### config.mk
export PLATFORM = sky130hd
export DESIGN_NAME = ripple_carry_adder_64
export DESIGN_NICKNAME = d
export VERILOG_FILES = /design/src/rtl/ripple_carry_adder_64.sv
export SDC_FILE = /design/constraint.sdc
export NUM_CORES = 1
export LEC_CHECK = 0
export CAP_MARGIN = 20
export CORE_MARGIN = 4
export CORE_UTILIZATION = 37
export CTS_BUF_LIST = sky130_fd_sc_hd__clkbuf_4
export CTS_CLUSTER_DIAMETER = 80
export CTS_CLUSTER_SIZE = 28
export DETAILED_ROUTE_END_ITERATION = 10
export HOLD_SLACK_MARGIN = 0.12
export PLACE_DENSITY = 0.83
export SKIP_CTS_REPAIR_TIMING = 1
export SYNTH_ARGS = -nofsm -noshare
export SYNTH_HDL_FRONTEND = slang
export SYNTH_HIERARCHICAL = 1
export SYNTH_SLANG_ARGS = --single-unit
### constraint.sdc
create_clock -name clk -period 2.8 [get_ports clk]
set_input_delay 0.56 -clock clk [delete_from_list [all_inputs] [get_ports clk]]
set_output_delay 0.56 -clock clk [all_outputs]
set_load 0.01 [all_outputs]
### src/rtl/ripple_carry_adder_64.sv
// Ripple-carry adder: WIDTH full-adder cells chained bit 0 -> bit WIDTH-1,
// with sum and carry-out captured in an output register every clock.

module full_adder_cell (
  input  logic a,
  input  logic b,
  input  logic c_in,
  output logic s,
  output logic c_out
);

  logic p;

  assign p     = a ^ b;
  assign s     = p ^ c_in;
  assign c_out = (a & b) | (c_in & p);

endmodule

module ripple_carry_adder_64 #(
  parameter int unsigned WIDTH = 64
) (
  input  logic             clk,
  input  logic             rst,
  input  logic [WIDTH-1:0] a,
  input  logic [WIDTH-1:0] b,
  input  logic             c_in,
  output logic [WIDTH-1:0] sum,
  output logic             c_out
);

  logic [WIDTH-1:0] s;
  logic             carry_last;

  // Each cell owns its carry-out; the next cell reads it from the previous block.
  for (genvar i = 0; i < WIDTH; i++) begin : g_bit
    logic carry_in;
    logic carry;

    if (i == 0) begin : g_first
      assign carry_in = c_in;
    end else begin : g_chain
      assign carry_in = g_bit[i-1].carry;
    end

    full_adder_cell u_cell (
      .a     (a[i]),
      .b     (b[i]),
      .c_in  (carry_in),
      .s     (s[i]),
      .c_out (carry)
    );
  end

  assign carry_last = g_bit[WIDTH-1].carry;

  // Output register; reset clears the result without waiting for a clock edge.
  always_ff @(posedge clk or posedge rst) begin
    if (rst) begin
      sum   <= '0;
      c_out <= 1'b0;
    end else begin
      sum   <= s;
      c_out <= carry_last;
    end
  end

endmodule

# [Yosys cells after proc, flatten, opt, wreduce, memory -nomap -nowiden]
# Cells that the tools add are included.
[classes] eq_ne=0 bitwise_logic=320 n_reduce_logical=0 shift=0 mul=0 mux=0 n_lt_le_gt_ge=0 n_div=0 n_addsub=0
[ops] cell="$and 1x1->1" count=128
[ops] cell="$xor 1x1->1" count=128
[ops] cell="$or 1x1->1" count=64
[word_totals] reg_bits=65 memories=0 ram_bits=0 latch_bits=0 wordCells=322 rom_bits=0 in_bits=131 out_inout_bits=65

# [Longest topological paths before layout]
[logic_depth] depth_word=129 ltp_mapped=64

# [Hierarchy]
# The synthesis kept the hierarchy.
[modules_own_cells] mod="ripple_carry_adder_64" area_each_um2=1630.3 cells_per_inst=66 instances=1
[modules_own_cells] mod="full_adder_cell" area_each_um2=20.0 cells_per_inst=1 instances=64

# [Worst setup path after synthesis]
# OpenSTA, ideal clock, no wires.
[synth_path] kind="input-to-reg" start="input port a[0]" end="register sum[63]" required_time_ns=2.664 stages=64 setup_time_ns=0.136 arrival_time_ns=24.940 setup_slack_ns=-22.276 n_path_buf=0 path_cell_list="fa_1 > fa_1 > fa_1 > fa_1 > fa_1 > fa_1 > fa_1 > fa_1 > fa_1 > fa_1 > fa_1 > fa_1 > fa_1 > fa_1 > fa_1 > fa_1 > fa_1 > fa_1 > [... 28 more ...] > fa_1 > fa_1 > fa_1 > fa_1 > fa_1 > fa_1 > fa_1 > fa_1 > fa_1 > fa_1 > fa_1 > fa_1 > fa_1 > fa_1 > fa_1 > fa_1 > fa_1 > fa_1"
[synth_between] elab_chain_len=128 word_cells_on_any_way=129 cone_classes="bitwise (129)"
[synth_lines] item="start: declaration" line="25" rtl="input logic [WIDTH-1:0] a,"
[synth_lines] item="$xor 1x1->1" line="14" rtl="assign p = a ^ b;"
[synth_lines] item="$and 1x1->1" line="16" rtl="assign c_out = (a & b) | (c_in & p);"
[synth_lines] item="$or 1x1->1 (*)" line="16"
[synth_lines] item="$and 1x1->1 (*)" line="16"
[synth_lines] item="$or 1x1->1 (*)" line="16"
[synth_lines] item="net g_bit[1].carry" line="38" rtl="logic carry;"
[synth_lines] item="$and 1x1->1 (*)" line="16"
[synth_lines] item="$or 1x1->1 (*)" line="16"
[synth_lines] item="net g_bit[2].carry" line="38"
[synth_lines] item="[... 2 more ...]"
[synth_lines] item="net g_bit[3].carry" line="38"
[synth_lines] item="[... 2 more ...]"
[synth_lines] item="net g_bit[4].carry" line="38"
[synth_lines] item="[... 2 more ...]"
[synth_lines] item="net g_bit[5].carry" line="38"
[synth_lines] item="[... 2 more ...]"
[synth_lines] item="net g_bit[6].carry" line="38"
[synth_lines] item="[... 2 more ...]"
[synth_lines] item="net g_bit[7].carry" line="38"
[synth_lines] item="[... 2 more ...]"
[synth_lines] item="net g_bit[8].carry" line="38"
[synth_lines] item="[... 2 more ...]"
[synth_lines] item="net g_bit[10].carry_in" line="37" rtl="logic carry_in;"
[synth_lines] item="[... 2 more ...]"
[synth_lines] item="net g_bit[10].carry" line="38"
[synth_lines] item="[... 2 more ...]"
[synth_lines] item="net g_bit[11].carry" line="38"
[synth_lines] item="[... 2 more ...]"
[synth_lines] item="net g_bit[12].carry" line="38"
[synth_lines] item="[... 2 more ...]"
[synth_lines] item="net g_bit[13].carry" line="38"
[synth_lines] item="[... 2 more ...]"
[synth_lines] item="net g_bit[14].carry" line="38"
[synth_lines] item="[... 2 more ...]"
[synth_lines] item="net g_bit[15].carry" line="38"
[synth_lines] item="[... 2 more ...]"
[synth_lines] item="net g_bit[16].carry" line="38"
[synth_lines] item="[... 2 more ...]"
[synth_lines] item="net g_bit[17].carry" line="38"
[synth_lines] item="[... 2 more ...]"
[synth_lines] item="net g_bit[18].carry" line="38"
[synth_lines] item="[... 2 more ...]"
[synth_lines] item="net g_bit[19].carry" line="38"
[synth_lines] item="[... 2 more ...]"
[synth_lines] item="net g_bit[20].carry" line="38"
[synth_lines] item="[... 2 more ...]"
[synth_lines] item="net g_bit[21].carry" line="38"
[synth_lines] item="[... 2 more ...]"
[synth_lines] item="net g_bit[22].carry" line="38"
[synth_lines] item="[... 2 more ...]"
[synth_lines] item="net g_bit[23].carry" line="38"
[synth_lines] item="[... 2 more ...]"
[synth_lines] item="net g_bit[24].carry" line="38"
[synth_lines] item="[... 2 more ...]"
[synth_lines] item="net g_bit[25].carry" line="38"
[synth_lines] item="[... 2 more ...]"
[synth_lines] item="net g_bit[26].carry" line="38"
[synth_lines] item="[... 2 more ...]"
[synth_lines] item="net g_bit[27].carry" line="38"
[synth_lines] item="[... 2 more ...]"
[synth_lines] item="net g_bit[28].carry" line="38"
[synth_lines] item="[... 2 more ...]"
[synth_lines] item="net g_bit[29].carry" line="38"
[synth_lines] item="[... 2 more ...]"
[synth_lines] item="net g_bit[30].carry" line="38"
[synth_lines] item="[... 2 more ...]"
[synth_lines] item="net g_bit[31].carry" line="38"
[synth_lines] item="[... 2 more ...]"
[synth_lines] item="net g_bit[32].carry" line="38"
[synth_lines] item="[... 2 more ...]"
[synth_lines] item="net g_bit[33].carry" line="38"
[synth_lines] item="[... 2 more ...]"
[synth_lines] item="net g_bit[34].carry" line="38"
[synth_lines] item="[... 2 more ...]"
[synth_lines] item="net g_bit[35].carry" line="38"
[synth_lines] item="[... 2 more ...]"
[synth_lines] item="net g_bit[36].carry" line="38"
[synth_lines] item="[... 2 more ...]"
[synth_lines] item="net g_bit[37].carry" line="38"
[synth_lines] item="[... 2 more ...]"
[synth_lines] item="net g_bit[38].carry" line="38"
[synth_lines] item="[... 2 more ...]"
[synth_lines] item="net g_bit[39].carry" line="38"
[synth_lines] item="[... 2 more ...]"
[synth_lines] item="net g_bit[40].carry" line="38"
[synth_lines] item="[... 2 more ...]"
[synth_lines] item="net g_bit[41].carry" line="38"
[synth_lines] item="[... 2 more ...]"
[synth_lines] item="net g_bit[42].carry" line="38"
[synth_lines] item="[... 2 more ...]"
[synth_lines] item="net g_bit[43].carry" line="38"
[synth_lines] item="[... 2 more ...]"
[synth_lines] item="net g_bit[44].carry" line="38"
[synth_lines] item="[... 2 more ...]"
[synth_lines] item="net g_bit[45].carry" line="38"
[synth_lines] item="[... 2 more ...]"
[synth_lines] item="net g_bit[46].carry" line="38"
[synth_lines] item="[... 2 more ...]"
[synth_lines] item="net g_bit[47].carry" line="38"
[synth_lines] item="[... 2 more ...]"
[synth_lines] item="net g_bit[48].carry" line="38"
[synth_lines] item="[... 2 more ...]"
[synth_lines] item="net g_bit[49].carry" line="38"
[synth_lines] item="[... 2 more ...]"
[synth_lines] item="net g_bit[50].carry" line="38"
[synth_lines] item="[... 2 more ...]"
[synth_lines] item="net g_bit[51].carry" line="38"
[synth_lines] item="[... 2 more ...]"
[synth_lines] item="net g_bit[52].carry" line="38"
[synth_lines] item="[... 2 more ...]"
[synth_lines] item="net g_bit[53].carry" line="38"
[synth_lines] item="[... 2 more ...]"
[synth_lines] item="net g_bit[54].carry" line="38"
[synth_lines] item="[... 2 more ...]"
[synth_lines] item="net g_bit[55].carry" line="38"
[synth_lines] item="[... 2 more ...]"
[synth_lines] item="net g_bit[56].carry" line="38"
[synth_lines] item="[... 2 more ...]"
[synth_lines] item="net g_bit[57].carry" line="38"
[synth_lines] item="[... 2 more ...]"
[synth_lines] item="net g_bit[58].carry" line="38"
[synth_lines] item="[... 2 more ...]"
[synth_lines] item="net g_bit[59].carry" line="38"
[synth_lines] item="[... 2 more ...]"
[synth_lines] item="net g_bit[60].carry" line="38"
[synth_lines] item="$and 1x1->1 (*)" line="16"
[synth_lines] item="$or 1x1->1 (*)" line="16"
[synth_lines] item="net g_bit[61].carry" line="38"
[synth_lines] item="$and 1x1->1 (*)" line="16"
[synth_lines] item="$or 1x1->1 (*)" line="16"
[synth_lines] item="net g_bit[62].carry" line="38"
[synth_lines] item="$xor 1x1->1 (*)" line="15" rtl="assign s = p ^ c_in;"
[synth_lines] item="net s[63]" line="32" rtl="logic [WIDTH-1:0] s;"
[synth_lines] item="end signal: assignment" line="63" rtl="sum <= s;"
[synth_lines] item="end: declaration" line="28" rtl="output logic [WIDTH-1:0] sum,"
# The timed path passes the listed nets; every way through them passes the cells marked *.

# [Worst setup path after layout]
[layout_path] start="input port a[0]" end="register sum[63]"
[layout_between] elab_chain_len=128 word_cells_on_any_way=129 cone_classes="bitwise (129)"
[layout_lines] item="$xor 1x1->1" line="14"
[layout_lines] item="$and 1x1->1" line="16"
[layout_lines] item="$or 1x1->1 (*)" line="16"
[layout_lines] item="net g_bit[0].carry" line="38"
[layout_lines] item="$and 1x1->1 (*)" line="16"
[layout_lines] item="$or 1x1->1 (*)" line="16"
[layout_lines] item="net g_bit[1].carry" line="38"
[layout_lines] item="$and 1x1->1 (*)" line="16"
[layout_lines] item="[... 1 more ...]"
[layout_lines] item="net g_bit[2].carry" line="38"
[layout_lines] item="[... 2 more ...]"
[layout_lines] item="net g_bit[3].carry" line="38"
[layout_lines] item="[... 2 more ...]"
[layout_lines] item="net g_bit[4].carry" line="38"
[layout_lines] item="[... 2 more ...]"
[layout_lines] item="net g_bit[5].carry" line="38"
[layout_lines] item="[... 2 more ...]"
[layout_lines] item="net g_bit[6].carry" line="38"
[layout_lines] item="[... 2 more ...]"
[layout_lines] item="net g_bit[7].carry" line="38"
[layout_lines] item="[... 2 more ...]"
[layout_lines] item="net g_bit[8].carry" line="38"
[layout_lines] item="[... 2 more ...]"
[layout_lines] item="net g_bit[10].carry_in" line="37"
[layout_lines] item="[... 2 more ...]"
[layout_lines] item="net g_bit[10].carry" line="38"
[layout_lines] item="[... 2 more ...]"
[layout_lines] item="net g_bit[11].carry" line="38"
[layout_lines] item="[... 2 more ...]"
[layout_lines] item="net g_bit[12].carry" line="38"
[layout_lines] item="[... 2 more ...]"
[layout_lines] item="net g_bit[13].carry" line="38"
[layout_lines] item="[... 2 more ...]"
[layout_lines] item="net g_bit[14].carry" line="38"
[layout_lines] item="[... 2 more ...]"
[layout_lines] item="net g_bit[15].carry" line="38"
[layout_lines] item="[... 2 more ...]"
[layout_lines] item="net g_bit[16].carry" line="38"
[layout_lines] item="[... 2 more ...]"
[layout_lines] item="net g_bit[17].carry" line="38"
[layout_lines] item="[... 2 more ...]"
[layout_lines] item="net g_bit[18].carry" line="38"
[layout_lines] item="[... 2 more ...]"
[layout_lines] item="net g_bit[19].carry" line="38"
[layout_lines] item="[... 2 more ...]"
[layout_lines] item="net g_bit[20].carry" line="38"
[layout_lines] item="[... 2 more ...]"
[layout_lines] item="net g_bit[21].carry" line="38"
[layout_lines] item="[... 2 more ...]"
[layout_lines] item="net g_bit[22].carry" line="38"
[layout_lines] item="[... 2 more ...]"
[layout_lines] item="net g_bit[23].carry" line="38"
[layout_lines] item="[... 2 more ...]"
[layout_lines] item="net g_bit[24].carry" line="38"
[layout_lines] item="[... 2 more ...]"
[layout_lines] item="net g_bit[25].carry" line="38"
[layout_lines] item="[... 2 more ...]"
[layout_lines] item="net g_bit[26].carry" line="38"
[layout_lines] item="[... 2 more ...]"
[layout_lines] item="net g_bit[27].carry" line="38"
[layout_lines] item="[... 2 more ...]"
[layout_lines] item="net g_bit[28].carry" line="38"
[layout_lines] item="[... 2 more ...]"
[layout_lines] item="net g_bit[29].carry" line="38"
[layout_lines] item="[... 2 more ...]"
[layout_lines] item="net g_bit[30].carry" line="38"
[layout_lines] item="[... 2 more ...]"
[layout_lines] item="net g_bit[31].carry" line="38"
[layout_lines] item="[... 2 more ...]"
[layout_lines] item="net g_bit[32].carry" line="38"
[layout_lines] item="[... 2 more ...]"
[layout_lines] item="net g_bit[33].carry" line="38"
[layout_lines] item="[... 2 more ...]"
[layout_lines] item="net g_bit[34].carry" line="38"
[layout_lines] item="[... 2 more ...]"
[layout_lines] item="net g_bit[35].carry" line="38"
[layout_lines] item="[... 2 more ...]"
[layout_lines] item="net g_bit[36].carry" line="38"
[layout_lines] item="[... 2 more ...]"
[layout_lines] item="net g_bit[37].carry" line="38"
[layout_lines] item="[... 2 more ...]"
[layout_lines] item="net g_bit[38].carry" line="38"
[layout_lines] item="[... 2 more ...]"
[layout_lines] item="net g_bit[39].carry" line="38"
[layout_lines] item="[... 2 more ...]"
[layout_lines] item="net g_bit[40].carry" line="38"
[layout_lines] item="[... 2 more ...]"
[layout_lines] item="net g_bit[41].carry" line="38"
[layout_lines] item="[... 2 more ...]"
[layout_lines] item="net g_bit[42].carry" line="38"
[layout_lines] item="[... 2 more ...]"
[layout_lines] item="net g_bit[43].carry" line="38"
[layout_lines] item="[... 2 more ...]"
[layout_lines] item="net g_bit[44].carry" line="38"
[layout_lines] item="[... 2 more ...]"
[layout_lines] item="net g_bit[45].carry" line="38"
[layout_lines] item="[... 2 more ...]"
[layout_lines] item="net g_bit[46].carry" line="38"
[layout_lines] item="[... 2 more ...]"
[layout_lines] item="net g_bit[47].carry" line="38"
[layout_lines] item="[... 2 more ...]"
[layout_lines] item="net g_bit[48].carry" line="38"
[layout_lines] item="[... 2 more ...]"
[layout_lines] item="net g_bit[49].carry" line="38"
[layout_lines] item="[... 2 more ...]"
[layout_lines] item="net g_bit[50].carry" line="38"
[layout_lines] item="[... 2 more ...]"
[layout_lines] item="net g_bit[51].carry" line="38"
[layout_lines] item="[... 2 more ...]"
[layout_lines] item="net g_bit[52].carry" line="38"
[layout_lines] item="[... 2 more ...]"
[layout_lines] item="net g_bit[53].carry" line="38"
[layout_lines] item="[... 2 more ...]"
[layout_lines] item="net g_bit[54].carry" line="38"
[layout_lines] item="[... 2 more ...]"
[layout_lines] item="net g_bit[55].carry" line="38"
[layout_lines] item="[... 2 more ...]"
[layout_lines] item="net g_bit[56].carry" line="38"
[layout_lines] item="[... 2 more ...]"
[layout_lines] item="net g_bit[57].carry" line="38"
[layout_lines] item="[... 2 more ...]"
[layout_lines] item="net g_bit[58].carry" line="38"
[layout_lines] item="[... 2 more ...]"
[layout_lines] item="net g_bit[59].carry" line="38"
[layout_lines] item="[... 2 more ...]"
[layout_lines] item="net g_bit[60].carry" line="38"
[layout_lines] item="$and 1x1->1 (*)" line="16"
[layout_lines] item="$or 1x1->1 (*)" line="16"
[layout_lines] item="net g_bit[61].carry" line="38"
[layout_lines] item="$and 1x1->1 (*)" line="16"
[layout_lines] item="$or 1x1->1 (*)" line="16"
[layout_lines] item="net g_bit[62].carry" line="38"
[layout_lines] item="$xor 1x1->1 (*)" line="15"
[layout_lines] item="net s[63]" line="32"
# Marked as above.

==> results by group <==
Layout
  • Antenna diodes: 0
  • Synth-to-Final Area Change: 81.8%
  • Post-route design area: 5290 um^2
  • Most common cell after layout, fill and taps aside: clkdlybuf4s50_1
  • Fillers: 543
  • Share of cells above drive strength 1: between 20% and 30%
  • Final non-filler cell total: 444
  • Most used cells in the layout excluding fill and tap cells: clkdlybuf4s50_1 (192), dfrtp_1 (65), fa_2 (63)
  • Nets: 532

Critical path
  • Max incr delay on CP: 0.42 ns
  • WS Path Type: input port to register
  • Setup crit end kind: register
  • Critical path fanouts, max: 1
  • Type of origin of the critical path: input port
  • Critical path launch point: a[0]
  • Setup crit end: sum[63]$_DFF_PP0_
  • CP arrival: 23.13 ns
  • Critical path's most frequent cell: fa_2
  • Required @ worst endpoint: 3.06 ns
  • Critical path's slowest cell: fa_1

Floorplanning
  • Die Y: 96.7 um
  • Total core area: 7690 um^2
  • I/O Pins: between 150 and 200
  • Rows: 32
  • Die ar.: 9350 um^2
  • Die X: 96.7 um
  • Starting density of the core: 37.9%

Clock tree
  • H-tree level count: 3
  • Clock Tree Buf Depth: 2
  • Number of buffers created by CTS: 9
  • Clock transition at path regs: approximately 0.09 ns
  • CTS root buf: clkbuf_4
  • Clk sinks: 65
  • CTS tree: built

Placed design
  • Dpl cells: 428
  • Port bufs: 195
  • GPL Wtd Cong: 0.769
  • Area after DPL: 5170 um^2
  • Pre-CTS setup slack: -20.92 ns
  • Final HPWL from detailed placement: approximately 6.4 mm

Synthesis
  • Synth Instances: 130
  • Synth Area in XOR/XNOR: 0%
  • Library cells used by synthesis: 3
  • Synth Cell Area: 2910 um^2
  • Multiplexer share of the synthesized area: 0%
  • Syn Area/Cell: 22.4 um^2
  • Main combinational cell family by area after synthesis: adder cells
  • Synth Area in Adders: between 40% and 50%
  • Yosys warnings: 6
  • Post-synth top area share: between 50% and 60%
  • Sequential area share after synthesis: 55.9%
  • Synth Area in Compound Gates: 0%
  • Flops & latches, synth: between 60 and 70
  • Post-synth top area cell: dfrtp_1
  • Area contributors post-synth: dfrtp_1 (56%), fa_1 (44%), inv_1 (0.13%)
  • Area share of and/or/nand/nor cells after synthesis: 0%
  • Syn_nets: 325

STA
  • Fin crit period: 22.88 ns
  • Setup violators final: 59
  • RSZ-0062 raised after global routing: true
  • Rel. slew slack: 77.9%
  • Final hold violation count: 0
  • Achievable Freq: between 40 and 50 MHz
  • Period utilization: 817%
  • PnR worst setup slack: -20.08 ns
  • Worst Tran Pin Value: 0.331 ns
  • Fin. max-slew vios: 0

Global routing
  • GR Overflow Total: 0
  • Initial antenna violation count: 0
  • First-pass GRT wire length: 11.5 mm
  • Vias in the first global route: 2335
  • Largest net degree at the start of global routing: 66
  • GRT Total Usage: 16.5%

Detailed routing
  • WL final: between 7 and 8 mm
  • Via/cell ratio: 4.28
  • Wire per inst: 16.3 um
  • Remaining DRCs: 0
  • DR vias: between 1.5k and 2k
  • Routed Antenna Nets: 0
  • Number of DRC markers in iteration 0: 12
  • Pre-antenna DRT Iters: 4

Pwr
  • LEAKAGE: between 2 and 2.5 nW
  • Sequential Power Share: 42.7%
  • Sw frac: 26.2%
  • Comb pwr share: 35.3%
  • Power density cells: 517 nW/um^2
  • P_int: 0.00202 W
  • Psw: 0.000718 W
  • Clock share of power: a little over a fifth
  • VDD IR max: 0.257 mV
  • Pwr Total: ~0.0027 W

Status
  • Failing checks: negative setup slack
  • Status: complete, but fails checks

Hold path
  • Hold WC Path Type: input port to register

Flow run
  • Max-Cap Viols: 0
==> how the worst min path moves through the flow <==
stage                     slack [ns]           endpoint  start  cells after the start
final                           0.47   sum[0]$_DFF_PP0_   a[0]                      2
after global routing            0.43   sum[0]$_DFF_PP0_   a[0]                      2
after CTS                       0.53  sum[27]$_DFF_PP0_    rst                      3
after detailed placement        0.98  sum[20]$_DFF_PP0_    rst                      3
after global placement          0.98  sum[40]$_DFF_PP0_    rst                      3
after floorplan                 0.73  sum[63]$_DFF_PP0_  b[63]                      1
==> cell families after synthesis <==
logic type,after synthesis
fa+ha+maj,64
flops,65
buf+inv,1
==> through the flow <==
step / TNS, ns / hold WS [ns] / util (%)
6_report: -609.90 / 0.474 / 68.9
5_1_grt: -624.44 / 0.426 / 68.9
4_1_cts: -631.87 / 0.529 / 69.0
3_5_place_dp: -658.53 / 0.980 / 67.2
3_3_place_gp: -649.21 / 0.978 / 67.2
2_1_floorplan: -606.17 / 0.728 / -
==> synthesized netlist by cell type <==
cell,instances
dfrtp_1,65
fa_1,64
inv_1,1
==> state kept, by name, summed over array words and instances (netlist names) <==
| signal | flops |
|---|---|
| c_out | 1 |
| sum | 64 |
==> power by group through the flow <==
| stage | sequential [W] | combinational [W] | clock, W |
|---|---|---|---|
| floorplan | 0.00130 | 0.000175 | 0 |
| global placement | 0.00118 | 0.000956 | 0 |
| detailed placement | 0.00119 | 0.000990 | 0 |
| CTS | 0.00117 | 0.000991 | 0.000633 |
| global route | 0.00119 | 0.00105 | 0.000674 |
| finish | 0.00117 | 0.000966 | 0.000603 |
==> worst max-delay path: cells and delay by family <==
family | cells | cell delay [ns]
fa+ha+maj | 64 | 22.52
buf+inv | 1 | 0.09
==> cell type report <==
type / instances / area [um^2] / area share, %
multi-input cells: 64 / 1440 / 27.2
inverters: 1 / 3.75 / 0.0709
flip-flops and latches: 65 / 1630 / 30.7
clock inverters: 4 / 43.8 / 0.827
clock buffers: 12 / 90.1 / 1.70
well taps: 102 / 128 / 2.41
repair buffers: 196 / 1960 / 37.1
==> routing by layer <==
metal,track usage [%],share of wire (%),wire (um),vias to the layer above
li1,-,-,-,810
met4,9.29,3.3,240,0
met1,15.5,31,2210,951
met5,0,0,0,-
met3,6.42,9.4,678,22
met2,30.0,57,4100,119
Power figures use the tool's default switching activity.
